$ cat src/rtl/pipe_stage.sv
// Two-entry skid-buffered register stage for rd writeback (value, address, write enable).
// Define PIPE_STAGE_PERF_EN to add the saturating back-pressure counter stall_cnt_o.
module pipe_stage #(
  parameter int unsigned DW = 32,
  parameter int unsigned AW = 5,
  parameter int unsigned CW = 16
) (
  input  logic          clk_i,
  input  logic          rst_i,
  input  logic          flush_i,
  input  logic          in_valid_i,
  output logic          in_ready_o,
  input  logic [DW-1:0] rd_val_i,
  input  logic [AW-1:0] rd_addr_i,
  input  logic          rd_we_i,
  output logic          out_valid_o,
  input  logic          out_ready_i,
  output logic [DW-1:0] rd_val_o,
  output logic [AW-1:0] rd_addr_o,
  output logic          rd_we_o
`ifdef PIPE_STAGE_PERF_EN
  ,
  output logic [CW-1:0] stall_cnt_o
`endif
);

  typedef enum logic [1:0] {
    EMPTY = 2'd0,
    BUSY  = 2'd1,
    FULL  = 2'd2
  } state_t;

  typedef struct packed {
    logic [DW-1:0] val;
    logic [AW-1:0] addr;
    logic          we;
  } entry_t;

  state_t state_q, state_d;
  entry_t main_q, main_d;
  entry_t skid_q, skid_d;
  entry_t in_entry;
  logic   in_xfer;
  logic   out_xfer;

  // Handshake flags decode from registered state only.
  assign in_ready_o  = (state_q != FULL);
  assign out_valid_o = (state_q != EMPTY);
  assign in_xfer     = in_valid_i & in_ready_o;
  assign out_xfer    = out_valid_o & out_ready_i;

  // Writes to x0 are squashed at capture; value and address are kept.
  always_comb begin
    in_entry.val  = rd_val_i;
    in_entry.addr = rd_addr_i;
    in_entry.we   = rd_we_i & (rd_addr_i != AW'(0));
  end

  always_comb begin
    state_d = state_q;
    main_d  = main_q;
    skid_d  = skid_q;
    if (flush_i) begin
      state_d = EMPTY;
    end else begin
      unique case (state_q)
        EMPTY: begin
          if (in_xfer) begin
            main_d  = in_entry;
            state_d = BUSY;
          end
        end
        BUSY: begin
          if (in_xfer && out_xfer) begin
            main_d = in_entry;
          end else if (in_xfer) begin
            skid_d  = in_entry;
            state_d = FULL;
          end else if (out_xfer) begin
            state_d = EMPTY;
          end
        end
        FULL: begin
          if (out_xfer) begin
            main_d  = skid_q;
            state_d = BUSY;
          end
        end
        default: begin
          state_d = EMPTY;
        end
      endcase
    end
  end

  always_ff @(posedge clk_i or posedge rst_i) begin
    if (rst_i) begin
      state_q <= EMPTY;
      main_q  <= '0;
      skid_q  <= '0;
    end else begin
      state_q <= state_d;
      main_q  <= main_d;
      skid_q  <= skid_d;
    end
  end

  assign rd_val_o  = main_q.val;
  assign rd_addr_o = main_q.addr;
  assign rd_we_o   = main_q.we & out_valid_o;

`ifdef PIPE_STAGE_PERF_EN
  localparam logic [CW-1:0] STALL_MAX = '1;

  logic [CW-1:0] stall_cnt_q, stall_cnt_d;

  // Counts cycles the head is held by downstream; saturates, ignores flush.
  always_comb begin
    stall_cnt_d = stall_cnt_q;
    if (out_valid_o && !out_ready_i && (stall_cnt_q != STALL_MAX)) begin
      stall_cnt_d = stall_cnt_q + CW'(1);
    end
  end

  always_ff @(posedge clk_i or posedge rst_i) begin
    if (rst_i) begin
      stall_cnt_q <= '0;
    end else begin
      stall_cnt_q <= stall_cnt_d;
    end
  end

  assign stall_cnt_o = stall_cnt_q;
`else
  // CW is meaningful only with stall counting; referenced here to keep the parameter live.
  if (CW == 0) begin : g_cw_unused
  end
`endif

endmodule
$ cat config.mk
export PLATFORM = sky130hd
export DESIGN_NAME = pipe_stage
export DESIGN_NICKNAME = d
export VERILOG_FILES = /design/src/rtl/pipe_stage.sv
export SDC_FILE = /design/constraint.sdc
export NUM_CORES = 1
export LEC_CHECK = 0
export ABC_AREA = 1
export CORE_UTILIZATION = 55
export DETAILED_ROUTE_END_ITERATION = 10
export HOLD_SLACK_MARGIN = 0.12
export PLACE_DENSITY_LB_ADDON = 0.1
export SYNTH_ARGS = -nofsm -noshare
export SYNTH_HDL_FRONTEND = slang
export SYNTH_SLANG_ARGS = --single-unit
$ cat constraint.sdc
create_clock -name clk_i -period 7.35 [get_ports clk_i]
set_input_delay 1.47 -clock clk_i [delete_from_list [all_inputs] [get_ports clk_i]]
set_output_delay 1.47 -clock clk_i [all_outputs]
set_load 0.05 [all_outputs]
==> flow_results.org, run 1 <==
** Clock network
- The tree is rooted in a sky130_fd_sc_hd__clkbuf_8.
- The clock tree synthesis step divided the H-tree into 3 levels.
- Worst-case clock buffer depth :: 2
- Clock tree from TritonCTS :: built
- Hold repair after CTS inserted 0 buffers.
- After clock tree synthesis, the clock-pin slew on the worst setup and hold paths is 0.07 ns.
- Post-CTS Resized :: 0
- Clock buffers created by TritonCTS :: 9
- Number of clock sinks seen by CTS :: 78
- At the later pin of the worst-skew pair, clock insertion delay measures 0.35 ns.
- In this run the post-CTS setup repair buffer count came out at 0.

** Power
- Dividing total power by cell area gives a power density of 301 nW/um2.
- Standby leakage power :: 2.35 nW
- The worst-case IR drop observed on VDD is 0.219 mV.

** Die
- The floorplan step set the die width to 84.8 um.
- Core outline area :: 6490 um2
- 83 I/O pins were placed.
- Initial core utilization :: 58.1%
- Floorplan die area :: 7190 um2
- The floorplan step set the die height to 84.8 um.
- Count of standard-cell rows :: 29

** Run status
- The final reports fail on DRC.
- The run finished, with violations left.

** Routing
- The first detailed-routing pass ran for 7 iterations.
- Count of antenna-violating nets left after detailed routing :: 0
- Post-route DRC :: 6
- Wire length after detailed routing :: 7.29 mm
- Via/cell ratio :: 5.06
- For this block, the via count after detailed routing is 2,983.
- In the final routed layout, each cell accounts on average for 12.4 um.
- Number of DRC markers after the initial detailed-route iteration :: 162

** Placement
- Detailed placement finished with a half-perimeter wire length of 4.52 mm.
- Counting tap cells, the placed design contains a total of 574 instances.
- The count of buffers added on input and output ports is 82.
- Routability Congestion :: 0.744

** Setup path
- R2R Path Start :: state_q[0]
- Worst setup startpoint :: out_ready_i
- The worst setup path is captured at a register.
- In this run the worst path has a maximum fanout of 49.
- Grouping stages by cell kind, the critical path spends the most delay in buffers and inverters.
- Slowest cell on the critical path :: sky130_fd_sc_hd__buf_4
- In this design, the stage delay of the slowest critical-path cell is 0.47 ns.
- Startpoint class of the critical path :: input pin
- CP required :: 7.59 ns
- Ordered list of cells on the worst path :: clkdlybuf4s50_1 > inv_1 > buf_4 > o21ai_0 > nand3_2 > buf_4 > nor2_1 > nand2_1 > nand2_1
- Buffer and inverter count on the worst path :: 4
- The worst setup path is of the in -> reg kind.
- Data arrival time of the critical path :: 3.65 ns

** Yosys
- Avg Synthesized Cell Area :: 7.96 um2
- By area the synthesized netlist is led by sky130_fd_sc_hd__dfrtp_1, sky130_fd_sc_hd__nand2_1, sky130_fd_sc_hd__o21ai_0.
- Sequential cell area fraction in the yosys report :: 51.7%
- Count of yosys warnings during synthesis :: 0
- After synthesis the netlist holds a flip-flop and latch count of 78.
- Number of distinct standard cells referenced by the synthesized netlist :: 17
- Cell type contributing the most total cell area after synthesis :: sky130_fd_sc_hd__dfrtp_1
- Post-synthesis instance area :: 3770 um2
- Nets in the synthesized netlist :: 517
- Synthesized netlist cell count :: 474
- Synth top area share :: 51.7%

** Timing
- Counting I/O delays and the setup requirement, the final critical path takes 3.41 ns.
- The clock arrives with 0.00763 ns of skew.
- Fmax :: 0.293 GHz
- Final setup violating endpoints :: 0
- Slew @ Worst Pin :: 0.966 ns
- Total negative setup slack :: 0 ns
- The number of pins with negative max-slew slack in the final report was 0.
- The final number of hold-violating endpoints is 0.
- Relative slew slack :: 35.6%
- RSZ-0062 raised after global routing :: false
- Share of the clock period used by the worst path :: 46.4%

** Flow run
- # Max-Cap Violations :: 0

** Global routing
- All-Layer GR Usage :: 22.2%
- Leftover overflow at the end of global routing :: 0
- The initial antenna violation count came to 0.
- The number of global-route vias before repair is 2,801.
- Maximum number of pins on one net before global-route repair :: 79
- The first global-routing pass estimated 12.6 mm of wire.

** Cells and area
- Counting the fill cells in the layout gives 535.
- The number of antenna diodes in the final layout is 0.
- Area grow syn2layout :: 19.8%
- In the final layout, the multi-input gates occupy 1260 um2.
- Measured on the finished design, the core utilization comes to 69.6%.
- For this run, the number of standard cells in the final layout without fillers is 589.
- Across the whole layout, storage elements account for 1950 um2.
- For this run, the post-layout net count is 551.
- Proportion of layout cells with a drive suffix above 1 :: 4.88%

** Hold path
- The startpoint identified for the worst hold timing path is skid_q[7].
- Path category of the worst min-delay check :: reg -> reg
## logic make-up (layout without fill, tap and decap cells)
logic type	Yosys count	in the layout	synth area share, %
and+or+nand+nor	209	209	22.7
AOI/OAI and AO/OA	80	80	10.7
buffers and inverters	107	145	14.9
DFF	78	78	51.7
## placed cells by master, fill, tap and decap left out, drive strengths merged
master / synthesis / layout
a21oi: 1 / 1
buf: 54 / 5
bufinv: 0 / 1
clkbuf: 10 / 11
clkdlybuf4s50: 0 / 82
clkinv: 0 / 3
clkinvlp: 0 / 1
dfrtp: 78 / 78
inv: 43 / 42
nand2: 163 / 163
nand3: 40 / 40
nand4: 1 / 1
nor2: 4 / 4
nor3: 1 / 1
o21a: 1 / 1
o21ai: 78 / 78
## worst paths after layout
path                       slack [ns]  depth (start not counted)     endpoint
setup / recovery                 3.94                          9    main_q[0]
hold / removal                   0.47                          2    skid_q[7]
setup reg to reg                 4.83                          9    main_q[0]
hold reg to reg                  0.47                          2    skid_q[7]
max in group asynchronous        4.96                          3   skid_q[25]
min in group asynchronous        1.73                          3  rd_val_o[9]
## power by group
group | internal (W) | switching, W
combinational | 0.000155 | 0.000291
sequential | 0.000545 | 0.0000596
clock | 0.000163 | 0.000147
total | 0.000863 | 0.000498
## metrics by stage
stage	cell area (um2)	setup WS, ns	total power, W	hold slack, ns
final	4520	3.94	0.00136	0.466
after global routing	4520	3.69	0.00144	0.497
after CTS	4520	3.95	0.00137	0.471
after detailed placement	4330	3.59	0.00106	0.454
after global placement	4330	3.64	0.00105	0.448
after floorplan	3770	3.88	0.000970	0.437
## cell type report
| cell class | instances | area share [%] |
|---|---|---|
| Clock inverter | 4 | 1.05 |
| Inverter | 43 | 3.60 |
| Clock buffer | 11 | 3.13 |
| Multi-Input combinational cell | 289 | 27.9 |
| Sequential cell | 78 | 43.2 |
| Timing Repair Buffer | 87 | 19.0 |
| Tap cell | 77 | 2.13 |
## registers in the layout (all words and copies together), names as in the netlist
| name | count |
|---|---|
| skid_q | 38 |
| rd_val_o | 32 |
| rd_addr_o | 5 |
| state_q | 2 |
| main_q | 1 |
## synthesized netlist by cell type, drive strengths merged
cell	count
o21a	1
buf	54
nand3	40
inv	43
clkbuf	10
dfrtp	78
nand2	163
nor3	1
nor2	4
o21ai	78
nand4	1
a21oi	1
## worst min-delay path: stages (launching register included)
cell	delay [ns]
sky130_fd_sc_hd__dfrtp_1	0.34
sky130_fd_sc_hd__nand2_1	0.05
sky130_fd_sc_hd__nand2_1	0.05
## metal layers
metal | GRT usage, % | routed length (um) | vias up
met4 | 9.24 | 125 | 0
met5 | 0 | 0 | -
met2 | 38.4 | 3600 | 72
met3 | 3.99 | 327 | 12
met1 | 27.7 | 3240 | 1379
li1 | - | - | 1520
Power figures use the tool's default switching activity.
==> run 2, diff against run 1 <==
--- a/config.mk
+++ b/config.mk
@@ -6,7 +6,7 @@
 export NUM_CORES = 1
 export LEC_CHECK = 0
 export ABC_AREA = 1
-export CORE_UTILIZATION = 55
+export CORE_UTILIZATION = 51
 export DETAILED_ROUTE_END_ITERATION = 10
 export HOLD_SLACK_MARGIN = 0.12
 export PLACE_DENSITY_LB_ADDON = 0.1
==> constraint.sdc (replaced) <==
create_clock -name clk_i -period 3.2 [get_ports clk_i]
set_input_delay 0.64 -clock clk_i [delete_from_list [all_inputs] [get_ports clk_i]]
set_output_delay 0.64 -clock clk_i [all_outputs]
set_load 0.05 [all_outputs]
==> flow_results.org, run 2 (synthesis gave the netlist of run 1 again) <==
** Clock network
- CTS saw 78 sinks.
- Buffers added to address setup during post-CTS repair amount to 0.
- After clock tree synthesis, the repair step resized 0 gates.
- Root Driver :: sky130_fd_sc_hd__clkbuf_8
- TritonCTS built the clock tree.
- The number of clock buffers added by TritonCTS is 9.
- For this design, the CTS-stage hold fixing added 0 buffers.
- The H-tree was split into 3 levels.
- Clock latency on the worst-skew pair, taken at its later pin, is 0.35 ns.
- The longest clock path from root to sink contains 2 buffers.
- CTS clk-pin slew, worst paths :: 0.08 ns

** Timing
- Total negative setup slack :: 0 ns
- The number of pins with negative max-slew slack in the final report came to 0.
- Slew @ Worst Pin :: 0.779 ns
- Relative slew slack :: 47.9%
- The final number of hold-violating endpoints was 0.
- The tightest hold path in the finished design has a slack of 0.469 ns.
- Setup repair after global routing left no endpoint under its margin.
- Final setup violating endpoints :: 0
- Share of the clock period used by the worst path :: 75.6%
- For the final database, setup skew stands at 0.00873 ns.
- Derived from the worst setup path, the maximum achievable clock frequency is 0.413 GHz.
- Min cycle time layout :: 2.42 ns

** Cells and area
- Largest Register :: skid_q
- The register with the most flip-flops in the layout has 38 of them.
- Area grow syn2layout :: 21.0%
- Proportion of layout cells with a drive suffix above 1 :: 5.81%
- The net count of the finished layout is 554.
- Leaving out fill and tap cells, the most frequent cell in the layout is sky130_fd_sc_hd__nand2_1.
- In the layout the commonest cells are sky130_fd_sc_hd__nand2_1, sky130_fd_sc_hd__clkdlybuf4s50_1, sky130_fd_sc_hd__dfrtp_1.
- 0 antenna diodes ended up in the layout.

** Power
- Net switching power figure :: 0.00117 W
- The internal portion of the total power is 0.00197 W.
- Combinational cells account for 32.8% of the total power.
- The clock network is responsible for 22.9% of the overall power.
- Switching share of power :: 37.3%
- Summed over all cells, the static leakage comes to 2.36 nW.
- Sequential cells burn 44.4% of the power.
- Power density over cell area :: 687 nW/um2
- The worst-case IR drop observed on VDD is 0.351 mV.

** Placement
- The congestion estimate from routability-driven global placement came to 0.742.
- Buffers placed on the I/O ports in this run total 82.
- Summed over all nets, the half-perimeter wirelength after detailed placement is 4.95 mm.

** Global routing
- Maximum number of pins on one net before global-route repair :: 43
- For this run the aggregate overflow at the end of global routing stands at 0.
- All-Layer GR Usage :: 21.9%
- The initial antenna violation count was 0.
- Global-route wire length before repair :: 12.9 mm
- The number of global-route vias before repair came to 2,799.

** Routing
- First drt pass iteration count :: 4
- The final route contains 2,995 vias.
- Post-route DRC :: 0
- Wire length after detailed routing :: 7.59 mm
- Wire length per cell after detailed routing :: 12.4 um
- Once detail routing completed, the nets flagged for antenna violations numbered 0.
- The first routing iteration left 177 violations.
- Via/cell ratio :: 4.89

** Hold path
- Counting instances, the worst hold path has a depth of 2.
- The worst hold path belongs to the class reg -> reg.
- Startpoint of the lowest-slack hold path :: skid_q[13]
- The worst hold path terminates at skid_q[13].

** Setup path
- In this run the worst path has a maximum fanout of 6.
- Cell count of the worst reg-to-reg path :: 6
- Across all register-to-register paths, the minimum setup slack is 1.27 ns.
- Worst path max stage delay :: 0.80 ns
- Ordered list of cells on the worst path :: inv_2 > nand2_1 > clkdlybuf4s50_1
- The startpoint identified for the worst register-to-register timing path is state_q[0].
- The worst setup path is of the reg -> out kind.
- R2R Path End :: rd_val_o[12]
- Crit. End Element :: output pin
- CP required :: 2.56 ns
- Startpoint class of the critical path :: register
- Data arrival time of the critical path :: 1.78 ns
- Crit-path leading delay family :: buffers and inverters
- Buffer and inverter count on the worst path :: 2
- The slowest stage of the critical path belongs to the cell sky130_fd_sc_hd__clkdlybuf4s50_1.

** Die
- Floorplan die area :: 7740 um2
- In this run the count of I/O pins placed on the die edge is 83.
- Die height :: 88.0 um
- From left edge to right edge, the die measures 88.0 um.
- The region available for standard cell placement spans 6980 um2.
- Row generation in the floorplan step produced 30 rows.
- Once the floorplan was initialized, standard cells occupied 54.0% of the core.

** Flow run
- # Max-Cap Violations :: 0

** Run status
- Outcome :: complete, no violations
-- run 2: worst register-to-register path: cells and delay by family (launching register included) --
family	cells	cell delay [ns]
AND/OR/NAND/NOR	3	0.76
buffers and inverters	2	0.46
flip-flops	1	0.45
AO/OA/AOI/OAI	1	0.15
-- run 2: per-stage QoR --
step / power [W] / worst slack [ns] / area (um2) / cells / util [%]
final: 0.00314 / 0.781 / 4570 / 612 / 65.4
after global routing: 0.00333 / 0.694 / 4570 / 612 / 65.4
after CTS: 0.00317 / 0.763 / 4570 / 612 / 65.4
after detailed placement: 0.00244 / 0.650 / 4380 / 596 / 62.7
after global placement: 0.00242 / 0.698 / 4380 / 596 / 62.7
after floorplan: 0.00223 / 0.565 / 3770 / 474 / -
-- run 2: worst max-delay path by stage --
stage / cells past startpoint / endpoint / slack [ns] / from
final: 3 / out_valid_o / 0.78 / state_q[0]
after global routing: 3 / out_valid_o / 0.69 / state_q[0]
after CTS: 3 / out_valid_o / 0.76 / state_q[0]
after detailed placement: 5 / skid_q[0] / 0.65 / out_ready_i
after global placement: 5 / skid_q[1] / 0.70 / out_ready_i
after floorplan: 1 / main_q[0] / 0.56 / rst_i
-- run 2: cell type report --
class	instances	area [um2]
clock buffers	10	128
clock inverters	6	62.6
fillers	626	2420
inverters	43	163
multi-input cells	289	1260
flip-flops and latches	78	1950
well taps	96	120
repair buffers	90	878
-- run 2: power groups by stage --
stage          Combinational (W)  Clock [W]  Sequential (W)
6_report                 0.00103   0.000717         0.00139
3_5_place_dp             0.00104          0         0.00141
2_1_floorplan           0.000859          0         0.00137
3_3_place_gp             0.00102          0         0.00140
4_1_cts                  0.00104   0.000737         0.00139
5_1_grt                  0.00112   0.000783         0.00143
-- run 2: routing by layer --
layer | track usage (%) | routed length [um] | up-vias
met5 | 0 | 0 | -
met4 | 8.35 | 81 | 0
met3 | 3.96 | 351 | 7
met2 | 36.6 | 3700 | 73
met1 | 28.4 | 3460 | 1390
li1 | - | - | 1525
==> run 3, diff against run 2 <==
==> constraint.sdc (replaced) <==
create_clock -name clk_i -period 2.3 [get_ports clk_i]
set_input_delay 0.46 -clock clk_i [delete_from_list [all_inputs] [get_ports clk_i]]
set_output_delay 0.46 -clock clk_i [all_outputs]
set_load 0.05 [all_outputs]
==> flow_results.org, run 3 (synthesis gave the netlist of run 1 again) <==
** Run status
- The flow ran to the end, and the final reports show no timing, DRC or antenna violations.

** Timing
- The final number of hold-violating endpoints was 0.
- The clock period could shrink to 2.22 ns.
- Fmax :: 0.450 GHz
- Setup violations remaining at the end of the flow were counted as 0.
- Slew @ Worst Pin :: 0.541 ns
- Worst setup skew after layout :: 0.0111 ns
- The tightest hold path in the finished design has a slack of 0.467 ns.
- Adding up every negative setup slack in the final design gives 0 ns.
- Headroom to the max-slew limit came out at 63.8%.
- Setup slack closes at 0.0791 ns.
- The worst path uses 96.6% of the clock period.
- RSZ-0062 raised after global routing :: false
- The number of pins with negative max-slew slack in the final report came to 0.

** Clock network
- In this run, post-CTS repair resized a total of 0 instances.
- Number of clock sinks seen by CTS :: 78
- Cts hold-fix bufs :: 0
- CTS clk-pin slew, worst paths :: 0.07 ns
- The clock reaches the later pin of the worst-skew pair after 0.34 ns.
- The clock passes through at most 2 buffers.
- Number of setup buffers added after CTS :: 0
- Clock buffers created by TritonCTS :: 9
- The H-tree was split into 3 levels.
- Clock tree from TritonCTS :: built
- Root Driver :: sky130_fd_sc_hd__clkbuf_8

** Power
- For this design the static power due to leakage is 2.39 nW.
- After layout, the design draws a total of 0.00437 W.
- Power spread over the standard cell area amounts to 946 nW/um2.
- Highest ir drop seen on vdd :: 0.513 mV

** Routing
- In the final routed layout, each cell accounts on average for 12.2 um.
- The detailed router put a total of 3.54 mm of wire on met1.
- The final route contains 2,979 vias.
- First drt pass iteration count :: 5
- For this run, design rule violations remaining after detail routing come to 0.
- Met3 Routed Length :: 369 um
- In this run, the number of DRC markers left after iteration 0 of detailed routing was 202.
- In the routed layout, each cell is associated on average with a via count of 4.84.
- Once detail routing completed, the nets flagged for antenna violations numbered 0.
- After detailed routing, the total wire length is 7.53 mm.
- Signal routing reaches up to met4.
- Detailed routing placed a total of 3.50 mm of wire on met2.

** Setup path
- CP required :: 1.84 ns
- Slowest cell on the critical path :: sky130_fd_sc_hd__clkdlybuf4s50_1
- Worst path max stage delay :: 0.81 ns
- Data arrival time of the critical path :: 1.76 ns
- In this run the critical register-to-register path is captured at rd_val_o[26].
- Setup slack of the worst register-to-register path :: 0.63 ns
- The critical path goes through inv_2 > nand2_1 > clkdlybuf4s50_1.
- Type of the setup path with the least slack :: reg -> out
- STA classifies the critical path endpoint as an output pin.
- Crit-path leading delay family :: buffers and inverters
- Startpoint class of the critical path :: register
- R2R Path Start :: state_q[0]
- The critical path runs through a total of 3 cells.
- Of all nets on the critical path, the largest fanout is 6.
- Counting cells, the worst reg-to-reg path comes to 6.
- Buffer and inverter count on the worst path :: 2

** Global routing
- The first global-routing pass estimated 12.5 mm of wire.
- Via count of the first global-routing pass :: 2,646
- Maximum number of pins on one net before global-route repair :: 79
- After global routing the overflow that remains totals 0.
- Antenna violations before repair :: 0
- Global routing used 21.2% of the available tracks across all layers.

** Die
- Count of standard-cell rows :: 30
- Initial core utilization :: 54.0%
- Number of placed I/O pins :: 83
- Die outline width :: 88.0 um
- Core outline area :: 6980 um2
- In this run the vertical extent of the chip is 88.0 um.
- The die covers 7740 um2.

** Cells and area
- In the layout the commonest cells are sky130_fd_sc_hd__nand2_1, sky130_fd_sc_hd__clkdlybuf4s50_1, sky130_fd_sc_hd__dfrtp_1.
- Largest Register :: skid_q
- The library cell used most frequently in the layout, excluding fill and tap cells, is sky130_fd_sc_hd__nand2_1.
- Proportion of layout cells with a drive suffix above 1 :: 5.97%
- NumNets Final :: 557
- Antenna diode count :: 0
- The filler cells instantiated in the layout total 626.
- The finished layout holds 615 standard cells, fillers aside.
- Area grow syn2layout :: 22.4%
- Number of flip-flops in the largest register :: 38

** Placement
- Detailed placement ended at an HPWL of 4.91 mm.
- After detailed placement, the design holds a cell count of 599.
- At the end of routability-driven placement, the weighted congestion stood at 0.746.
- During placement, the flow inserted port buffers numbering 82.
- Post-place setup slack :: 0.340 ns

** Hold path
- The worst hold path terminates at skid_q[7].
- Path category of the worst min-delay check :: reg -> reg
- The worst hold path begins at skid_q[7].
- Cells on Worst Hold Path :: 2

** Flow run
- The tool flagged a number of max-cap violations equal to 0.
==> run 3: worst max path at each step <==
| stage | end | startpoint |
|---|---|---|
| 2_1_floorplan | in_ready_o | state_q[0] |
| 3_3_place_gp | main_q[0] | out_ready_i |
| 3_5_place_dp | rd_val_o[26] | out_ready_i |
| 4_1_cts | out_valid_o | state_q[0] |
| 5_1_grt | out_valid_o | state_q[0] |
| 6_report | out_valid_o | state_q[0] |
==> run 3: through the flow <==
step	utilization, %	instance area (um2)
finish	66.1	4620
global route	66.1	4620
CTS	66.1	4620
detailed placement	63.4	4430
global placement	63.4	4430
floorplan	-	3780
==> run 3: cell type report <==
cell class | instances | area [um2] | share of cell area [%]
clock buffer | 13 | 149 | 3.22
clock inverter | 3 | 43.8 | 0.948
inverter | 43 | 165 | 3.58
multi-input combinational | 289 | 1260 | 27.3
sequential | 78 | 1950 | 42.3
tap | 96 | 120 | 2.60
timing repair buffer | 93 | 926 | 20.0
==> run 3: power by group <==
part / switching [W] / internal [W]
clock network: 0.000463 / 0.000533
logic: 0.000934 / 0.000505
registers: 0.000192 / 0.00174
total: 0.00159 / 0.00278
==> run 3: worst register-to-register path: cells and delay by family, from the launching register on <==
family | cells | cell delay [ns]
buffers and inverters | 2 | 0.49
AOI/OAI and AO/OA | 1 | 0.17
and+or+nand+nor | 3 | 0.45
DFF | 1 | 0.44
==> run 3: per-layer routing <==
metal,vias to the layer above,GRT usage [%]
li1,1533,-
met4,0,8.94
met1,1354,30.2
met3,11,3.11
met2,81,32.3
met5,-,0
